`src/rtl/ex_pkg.sv`:
```
// Shared encodings for the execute stage: ALUOp, R-type funct codes,
// forwarding selects and the multiplier sequencing state.
package ex_pkg;

    localparam logic [1:0] ALUOP_ADD   = 2'b00;
    localparam logic [1:0] ALUOP_SUB   = 2'b01;
    localparam logic [1:0] ALUOP_RTYPE = 2'b10;
    localparam logic [1:0] ALUOP_ADDI  = 2'b11;

    localparam logic [5:0] FUNCT_ADD = 6'b100000;
    localparam logic [5:0] FUNCT_SUB = 6'b100010;
    localparam logic [5:0] FUNCT_AND = 6'b100100;
    localparam logic [5:0] FUNCT_OR  = 6'b100101;
    localparam logic [5:0] FUNCT_MUL = 6'b011000;

    localparam logic [1:0] FWD_REG   = 2'b00;
    localparam logic [1:0] FWD_MEMWB = 2'b01;
    localparam logic [1:0] FWD_EXMEM = 2'b10;

    // state | meaning
    // IDLE  | no multiply in flight; a new mul captures operands here
    // RUN   | one shift-add step per unstalled cycle
    // DONE  | product ready; EX/MEM loads it while ID/EX advances
    typedef enum logic [1:0] {
        MUL_IDLE = 2'd0,
        MUL_RUN  = 2'd1,
        MUL_DONE = 2'd2
    } mul_state_e;

endpackage

```
`src/rtl/ex_stage_mul_iter.sv`:
```
// Iterative shift-add multiplier producing the low XLEN bits of a*b,
// one partial product per step; done_o flags the final step.
module mul_iter #(
    parameter int XLEN       = 32,
    parameter int MUL_CYCLES = 32
) (
    input  logic            clk_i,
    input  logic            rst_n_i,
    input  logic            start_i,
    input  logic            step_i,
    input  logic [XLEN-1:0] a_i,
    input  logic [XLEN-1:0] b_i,
    output logic            done_o,
    output logic [XLEN-1:0] prod_o
);

    localparam int            CW   = $clog2(MUL_CYCLES);
    localparam logic [CW-1:0] LAST = CW'(MUL_CYCLES - 1);

    logic [XLEN-1:0] mcand_q;
    logic [XLEN-1:0] mplier_q;
    logic [XLEN-1:0] acc_q;
    logic [CW-1:0]   cnt_q;

    always_ff @(posedge clk_i or negedge rst_n_i) begin
        if (!rst_n_i) begin
            mcand_q  <= '0;
            mplier_q <= '0;
            acc_q    <= '0;
            cnt_q    <= '0;
        end else if (start_i) begin
            mcand_q  <= a_i;
            mplier_q <= b_i;
            acc_q    <= '0;
            cnt_q    <= '0;
        end else if (step_i) begin
            // Low-half product only, so two's complement operands need no correction.
            if (mplier_q[0]) begin
                acc_q <= acc_q + mcand_q;
            end
            mcand_q  <= mcand_q << 1;
            mplier_q <= mplier_q >> 1;
            cnt_q    <= cnt_q + CW'(1);
        end
    end

    assign done_o = step_i && (cnt_q == LAST);
    assign prod_o = acc_q;

endmodule

```
`src/rtl/ex_stage.sv`:
```
// Execute stage: forwarding muxes, ALU and the EX/MEM register. Defining
// EX_STAGE_MUL_EN adds the iterative multiplier and its busy_o sequencing.
module ex_stage
    import ex_pkg::*;
#(
    parameter int XLEN       = 32,
    parameter int MUL_CYCLES = 32
) (
    input  logic            clk_i,
    input  logic            rst_n_i,
    input  logic            stall_i,
    input  logic [XLEN-1:0] regA_i,
    input  logic [XLEN-1:0] regB_i,
    input  logic [XLEN-1:0] immidiate_i,
    input  logic [1:0]      ALUOp_i,
    input  logic            ALUSrc_i,
    input  logic            RegDst_i,
    input  logic            RegWrite_i,
    input  logic            MemtoReg_i,
    input  logic            MemWrite_i,
    input  logic            MemRead_i,
    input  logic [4:0]      RegistersRT_i,
    input  logic [4:0]      RegistersRD_i,
    input  logic [1:0]      fwdA_i,
    input  logic [1:0]      fwdB_i,
    input  logic [XLEN-1:0] exmem_data_i,
    input  logic [XLEN-1:0] memwb_data_i,
    output logic [XLEN-1:0] alu_result_o,
    output logic [XLEN-1:0] wdata_o,
    output logic [4:0]      wreg_o,
    output logic            RegWrite_o,
    output logic            MemtoReg_o,
    output logic            MemWrite_o,
    output logic            MemRead_o,
    output logic            busy_o
);

    if (MUL_CYCLES != XLEN) begin : g_bad_cfg
        $error("ex_stage: MUL_CYCLES must equal XLEN");
    end

    logic [5:0]      funct;
    logic [XLEN-1:0] op_a;
    logic [XLEN-1:0] fwd_b;
    logic [XLEN-1:0] op_b;
    logic [XLEN-1:0] alu_res;
    logic [XLEN-1:0] ex_result;
    logic            busy;

    assign funct = immidiate_i[5:0];

    always_comb begin
        op_a = regA_i;
        case (fwdA_i)
            FWD_EXMEM: op_a = exmem_data_i;
            FWD_MEMWB: op_a = memwb_data_i;
            default:   op_a = regA_i;
        endcase
    end

    always_comb begin
        fwd_b = regB_i;
        case (fwdB_i)
            FWD_EXMEM: fwd_b = exmem_data_i;
            FWD_MEMWB: fwd_b = memwb_data_i;
            default:   fwd_b = regB_i;
        endcase
    end

    assign op_b = ALUSrc_i ? immidiate_i : fwd_b;

    always_comb begin
        alu_res = '0;
        case (ALUOp_i)
            ALUOP_ADD, ALUOP_ADDI: alu_res = op_a + op_b;
            ALUOP_SUB:             alu_res = op_a - op_b;
            default: begin
                case (funct)
                    FUNCT_ADD: alu_res = op_a + op_b;
                    FUNCT_SUB: alu_res = op_a - op_b;
                    FUNCT_AND: alu_res = op_a & op_b;
                    FUNCT_OR:  alu_res = op_a | op_b;
                    // The product, when built in, is muxed in after the ALU.
                    FUNCT_MUL: alu_res = '0;
                    default:   alu_res = '0;
                endcase
            end
        endcase
    end

`ifdef EX_STAGE_MUL_EN
    mul_state_e      state_q;
    logic            is_mul;
    logic            mul_start;
    logic            mul_step;
    logic            mul_done;
    logic [XLEN-1:0] mul_prod;

    assign is_mul    = (ALUOp_i == ALUOP_RTYPE) && (funct == FUNCT_MUL);
    // Reset forces busy low so a held mul on ID/EX cannot assert it before release.
    assign busy      = rst_n_i && is_mul && (state_q != MUL_DONE);
    assign mul_start = !stall_i && is_mul && (state_q == MUL_IDLE);
    assign mul_step  = !stall_i && (state_q == MUL_RUN);

    mul_iter #(
        .XLEN       (XLEN),
        .MUL_CYCLES (MUL_CYCLES)
    ) u_mul_iter (
        .clk_i   (clk_i),
        .rst_n_i (rst_n_i),
        .start_i (mul_start),
        .step_i  (mul_step),
        .a_i     (op_a),
        .b_i     (fwd_b),
        .done_o  (mul_done),
        .prod_o  (mul_prod)
    );

    always_ff @(posedge clk_i or negedge rst_n_i) begin
        if (!rst_n_i) begin
            state_q <= MUL_IDLE;
        end else if (!stall_i) begin
            case (state_q)
                MUL_IDLE: if (is_mul)   state_q <= MUL_RUN;
                MUL_RUN:  if (mul_done) state_q <= MUL_DONE;
                MUL_DONE: state_q <= MUL_IDLE;
                default:  state_q <= MUL_IDLE;
            endcase
        end
    end

    assign ex_result = ((state_q == MUL_DONE) && is_mul) ? mul_prod : alu_res;
`else
    assign busy      = 1'b0;
    assign ex_result = alu_res;
`endif

    assign busy_o = busy;

    logic [XLEN-1:0] result_q, result_d;
    logic [XLEN-1:0] wdata_q, wdata_d;
    logic [4:0]      wreg_q, wreg_d;
    logic            regwrite_q, regwrite_d;
    logic            memtoreg_q, memtoreg_d;
    logic            memwrite_q, memwrite_d;
    logic            memread_q, memread_d;

    always_comb begin
        result_d   = result_q;
        wdata_d    = wdata_q;
        wreg_d     = wreg_q;
        regwrite_d = regwrite_q;
        memtoreg_d = memtoreg_q;
        memwrite_d = memwrite_q;
        memread_d  = memread_q;
        if (busy) begin
            // Bubble: kill side effects, keep data fields stable.
            regwrite_d = 1'b0;
            memwrite_d = 1'b0;
            memread_d  = 1'b0;
        end else begin
            result_d   = ex_result;
            wdata_d    = fwd_b;
            wreg_d     = RegDst_i ? RegistersRD_i : RegistersRT_i;
            regwrite_d = RegWrite_i;
            memtoreg_d = MemtoReg_i;
            memwrite_d = MemWrite_i;
            memread_d  = MemRead_i;
        end
    end

    always_ff @(posedge clk_i or negedge rst_n_i) begin
        if (!rst_n_i) begin
            result_q   <= '0;
            wdata_q    <= '0;
            wreg_q     <= '0;
            regwrite_q <= 1'b0;
            memtoreg_q <= 1'b0;
            memwrite_q <= 1'b0;
            memread_q  <= 1'b0;
        end else if (!stall_i) begin
            result_q   <= result_d;
            wdata_q    <= wdata_d;
            wreg_q     <= wreg_d;
            regwrite_q <= regwrite_d;
            memtoreg_q <= memtoreg_d;
            memwrite_q <= memwrite_d;
            memread_q  <= memread_d;
        end
    end

    assign alu_result_o = result_q;
    assign wdata_o      = wdata_q;
    assign wreg_o       = wreg_q;
    assign RegWrite_o   = regwrite_q;
    assign MemtoReg_o   = memtoreg_q;
    assign MemWrite_o   = memwrite_q;
    assign MemRead_o    = memread_q;

endmodule

```
`config.mk`:
```
export PLATFORM = sky130hd
export DESIGN_NAME = ex_stage
export DESIGN_NICKNAME = d
export VERILOG_FILES = /design/src/rtl/ex_pkg.sv /design/src/rtl/ex_stage_mul_iter.sv /design/src/rtl/ex_stage.sv
export SDC_FILE = /design/constraint.sdc
export NUM_CORES = 1
export LEC_CHECK = 0
export ABC_AREA = 1
export CAP_MARGIN = 10
export CORE_MARGIN = 2
export CORE_UTILIZATION = 57
export DETAILED_ROUTE_END_ITERATION = 16
export PLACE_DENSITY = 0.95
export SETUP_SLACK_MARGIN = 0.3
export SLEW_MARGIN = 20
export SYNTH_ARGS = -nofsm -noshare
export SYNTH_HDL_FRONTEND = slang
export SYNTH_HIERARCHICAL = 1
export SYNTH_SLANG_ARGS = --single-unit
```
`constraint.sdc`:
```
create_clock -name clk_i -period 1.13 [get_ports clk_i]
set_clock_uncertainty 0.15 [all_clocks]
set_input_delay 0.226 -clock clk_i [delete_from_list [all_inputs] [get_ports clk_i]]
set_output_delay 0.226 -clock clk_i [all_outputs]
set_load 0.1 [all_outputs]
```
==> results of run 1 <==
## per-stage QoR
stage | hold slack, ns | worst slack (ns) | cell area (um2) | cells | util (%)
2_1_floorplan | -0.220 | -1.73 | 12000 | 1912 | -
3_3_place_gp | -0.0523 | -2.78 | 17300 | 2625 | 90.0
3_5_place_dp | -0.0499 | -3.09 | 17300 | 2625 | 90.0
## kinds of logic after synthesis
logic type               after synthesis
AND/OR/NAND/NOR                      915
buffers and inverters                419
XOR/XNOR                              26
AO/OA/AOI/OAI                        366
flip-flops                            73
other                                  1
adder cells (fa/ha/maj)              112
==> flow_metrics.py, run 1 <==
metrics = {
    "run_status": {
        "outcome": "did not finish",
        "failing_step": "4_1_cts",
        "error": "[ERROR DPL-0038] Utilization greater than 100%, impossible to legalize",
    },
    "placed_design": {
        "hpwl_um": 45400,
        "portBuffers": 257,
        "place_congestion": 1.18,
    },
    "logic_synthesis": {
        "synth.top_cells.by_count": "613 x nand2_1, 314 x inv_1, 148 x o21ai_0, 129 x nand3_1, 118 x nor2_1",
        "synthesis.area_per_instance_um2": 5.81,
        "synth_area_um2": 11100,
        "synthFlopType": "dfrtp_1",
        "synth_top_area_share_pct": 20.7,
        "ys_seq_area_share_pct": 16.4,
        "synth_nets": 2209,
        "synth_edf_count": 0,
        "ys_warn_count": 6,
        "synthMuxAreaShare_pct": 0,
        "synth_largest_area_cell": "nand2_1",
        "yosys-top-cells-area": "nand2_1 21%, dfrtp_1 16%, ha_1 12%",
        "ys_seq_elements": 73,
        "async_reset_ff_share_pct": 100,
        "syn_inst": 1912,
        "synth_compound_area_share_pct": 20.2,
        "synth_simple_gate_area_share_pct": 33.6,
        "synth.distinct_cells": 42,
        "synth_xor_area_share_pct": 2.18,
        "yosys.area_share.adder_pct": 12.7,
        "synth_top_family_by_area": "simple AND/OR/NAND/NOR gates",
        "yosysMostFrequentCell": "nand2_1",
    },
    "floorplanning": {
        "start_util_pct": 57.7,
        "die_h_um": 144,
        "ios": 259,
        "die-width_um": 144,
        "std_cell_rows": 51,
    },
    "clocking": {
        "cts_buffers": 9,
        "cts_setup_buffers": 89,
        "cts_sinks": 73,
        "root_buffer": "clkbuf_16",
        "ctsLongestPathBuffers": 2,
        "cts_resized": 566,
        "cts-htree-levels": 3,
    },
}
==> run 2, diff against run 1 <==
CORE_UTILIZATION = 40   (was 57)
PLACE_DENSITY = unset   (was 0.95)
PLACE_DENSITY_LB_ADDON = 0.15   (was unset)
SETUP_SLACK_MARGIN = unset   (was 0.3)
==> flow_metrics.py, run 2 <==
metrics = {
    "critical_path": {
        "critPathCapture": "alu_result_o[8]",
        "start_kind": "input port",
        "end_kind": "flop",
        "cp.required_ns": 1.23,
        "critPathKind": "input port to flop",
        "cp_max_fo": 8,
        "worst-r2r-cell-count": 3,
        "r2r-start": "alu_result_o[8]",
        "cp-startpoint": "fwdB_i[1]",
        "reg2reg_slack_ns": 0.16,
        "crit_arrival_ns": 3.08,
        "worst_r2r_endpoint": "alu_result_o[8]",
    },
    "logic_synthesis": {
        "synth_xor_area_share_pct": 2.18,
        "ys_warn_count": 6,
        "synthFlopType": "dfrtp_1",
        "synth_top_area_share_pct": 20.7,
        "yosys.area_share.adder_pct": 12.7,
        "yosysMostFrequentCell": "nand2_1",
        "synth_simple_gate_area_share_pct": 33.6,
        "synthesis.area_per_instance_um2": 5.81,
        "synth_top_family_by_area": "simple AND/OR/NAND/NOR gates",
        "synth.distinct_cells": 42,
        "synth.top_cells.by_count": "613 x nand2_1, 314 x inv_1, 148 x o21ai_0, 129 x nand3_1, 118 x nor2_1",
        "synth_area_um2": 11100,
        "synth_nets": 2209,
        "ys_seq_elements": 73,
        "synth_compound_area_share_pct": 20.2,
        "async_reset_ff_share_pct": 100,
        "ys_seq_area_share_pct": 16.4,
        "yosys-top-cells-area": "nand2_1 21%, dfrtp_1 16%, ha_1 12%",
        "syn_inst": 1912,
        "synthMuxAreaShare_pct": 0,
        "synth_edf_count": 0,
        "synth_largest_area_cell": "nand2_1",
    },
    "placed_design": {
        "hpwl_um": 42900,
        "place_congestion": 1.02,
        "dpl_cell_area_um2": 17900,
        "place_ws_ns": -2.94,
        "dp.cells": 2806,
        "portBuffers": 257,
    },
    "sta": {
        "hold_ws_ns": 0.0883,
        "max_freq_ghz": 0.335,
        "finalHoldViolations": 0,
        "rsz0062_at_grt": "true",
        "tns_ns": -76.80,
        "fin_crit_ns": 2.99,
        "setup_viol_count_final": 137,
        "drv_slew": 0,
        "worst_slack_ns": -1.86,
        "period_share_pct": 264,
    },
    "finish": {
        "fin_nets": 2798,
        "final_area_um2": 21000,
        "layout.cells.non_filler": 2885,
        "layout_common_cells": "480 x nand2_1, 357 x buf_4, 264 x inv_1",
        "drive_gt1_share_pct": 44.4,
        "post-route-util_pct": 76.4,
        "n_fill_cell": 1991,
        "syn2layout_area_growth_pct": 89.3,
        "layout_commonest_cell": "nand2_1",
    },
    "worst_hold_path": {
        "holdCritPathClass": "input port to asynchronous set/reset pin",
    },
    "run_status": {
        "outcome": "complete, but fails checks",
        "violations": "negative setup slack",
    },
    "route": {
        "via_per_inst": 5.42,
        "wl_per_cell_um": 19.3,
        "drt_wl_total_um": 55800,
        "post-route-drc-count": 0,
        "firstDrtPassIters": 6,
        "first_iter_violations": 1270,
        "drtAntennaViolNets": 0,
        "vias": 15600,
    },
    "clocking": {
        "clock_insertion_delay_worst_skew_ns": 0.36,
        "cts-htree-levels": 3,
        "clk_pin_slew_worst_paths_ns": 0.07,
        "cts_tree": "done",
        "root_buffer": "clkbuf_16",
        "cts_sinks": 73,
        "ctsLongestPathBuffers": 2,
        "cts_buffers": 9,
    },
    "grt": {
        "grt_max_degree": 64,
        "antenna_found_initial": 2,
        "first_global_vias": 15500,
        "track_usage_pct": 37.6,
        "grt_first_pass_wirelength_um": 83800,
        "grt_overflow": 0,
    },
    "job": {
        "max-cap-violations": 0,
    },
    "floorplanning": {
        "die_h_um": 171,
        "die-width_um": 171,
        "ios": 259,
        "fp.coreArea_um2": 27600,
        "std_cell_rows": 61,
        "start_util_pct": 40.3,
        "dieArea_um2": 29100,
    },
    "pwr": {
        "leakagePower_nw": 10.3,
        "p_total_mw": 28.8,
        "p_per_area_nw_per_um2": 1370,
        "peakVddDrop_mv": 0.852,
    },
}
==> run 2: cell counts after synthesis <==
No cell type changed its count.
==> run 2: final cells by class <==
type | instances | area [um2] | share of cell area (%)
timing repair buffer | 674 | 6880 | 32.7
clock inverter | 6 | 67.6 | 0.321
antenna | 1 | 2.50 | 0.0119
clock buffer | 10 | 229 | 1.09
multi-input combinational | 1420 | 10200 | 48.6
tap | 378 | 473 | 2.25
sequential | 73 | 1920 | 9.12
inverter | 323 | 1240 | 5.89
==> run 2: critical path, stage by stage <==
cell	delay (ns)
buf_6	0.09
buf_6	0.10
ha_4	0.29
buf_6	0.14
a221o_1	0.31
o21ai_4	0.09
nand2_2	0.08
o21ai_4	0.11
inv_2	0.09
fa_2	0.40
inv_2	0.10
nand2_2	0.08
nand3_4	0.11
nand2_4	0.06
nand2_4	0.09
buf_12	0.11
xor2_4	0.16
nor2_2	0.06
o31ai_2	0.24
a21oi_1	0.10
==> run 2: how the worst min path moves through the flow <==
stage / to / slack (ns) / cells past startpoint
final: wdata_o[2] / 0.09 / 2
after global routing: wdata_o[2] / 0.09 / 2
after CTS: wdata_o[2] / 0.08 / 2
after detailed placement: wdata_o[2] / -0.06 / 1
after global placement: wdata_o[2] / -0.07 / 1
after floorplan: MemRead_o / -0.22 / 0
==> run 2: logic make-up (layout without fill, tap and decap cells) <==
kind of cell / after synthesis / count (layout)
buf+inv: 419 / 1013
other cells: 1 / 2
simple gates: 915 / 915
fa+ha+maj: 112 / 112
compound gates: 366 / 366
xor+xnor: 26 / 26
flops: 73 / 73
==> run 2: report_power, final <==
part / internal (mW) / leakage, nW / switching (mW)
clock: 1.72 / 0.139 / 1.43
sequential: 3.15 / 0.808 / 0.559
combinational: 9.09 / 9.33 / 12.9
total: 14.0 / 10.3 / 14.9
==> run 2: layer usage <==
layer,share of wire [%],wire length [um],track usage (%)
met5,0.016,9,0
met2,46,25800,62.3
met4,4.1,2310,14.4
met3,8.5,4750,7.33
met1,41,22900,48.3
==> run 2: timing repair <==
item | 4_1_cts | 5_1_grt
cloned | 1 | 0
hold buffers | 1 | 0
resized for setup | 430 | 210
pin swaps | 108 | 112
hold endpoints to repair | 73 | 0
setup endpoints to repair | 137 | 137
buffers inserted | 46 | 23
(Power assumes the default switching activity.)
==> run 3, diff against run 2 <==
CTS_CLUSTER_DIAMETER = 120   (was unset)
==> results of run 3 <==
The final DEF is identical to that of run 2; final timing and power are the same.
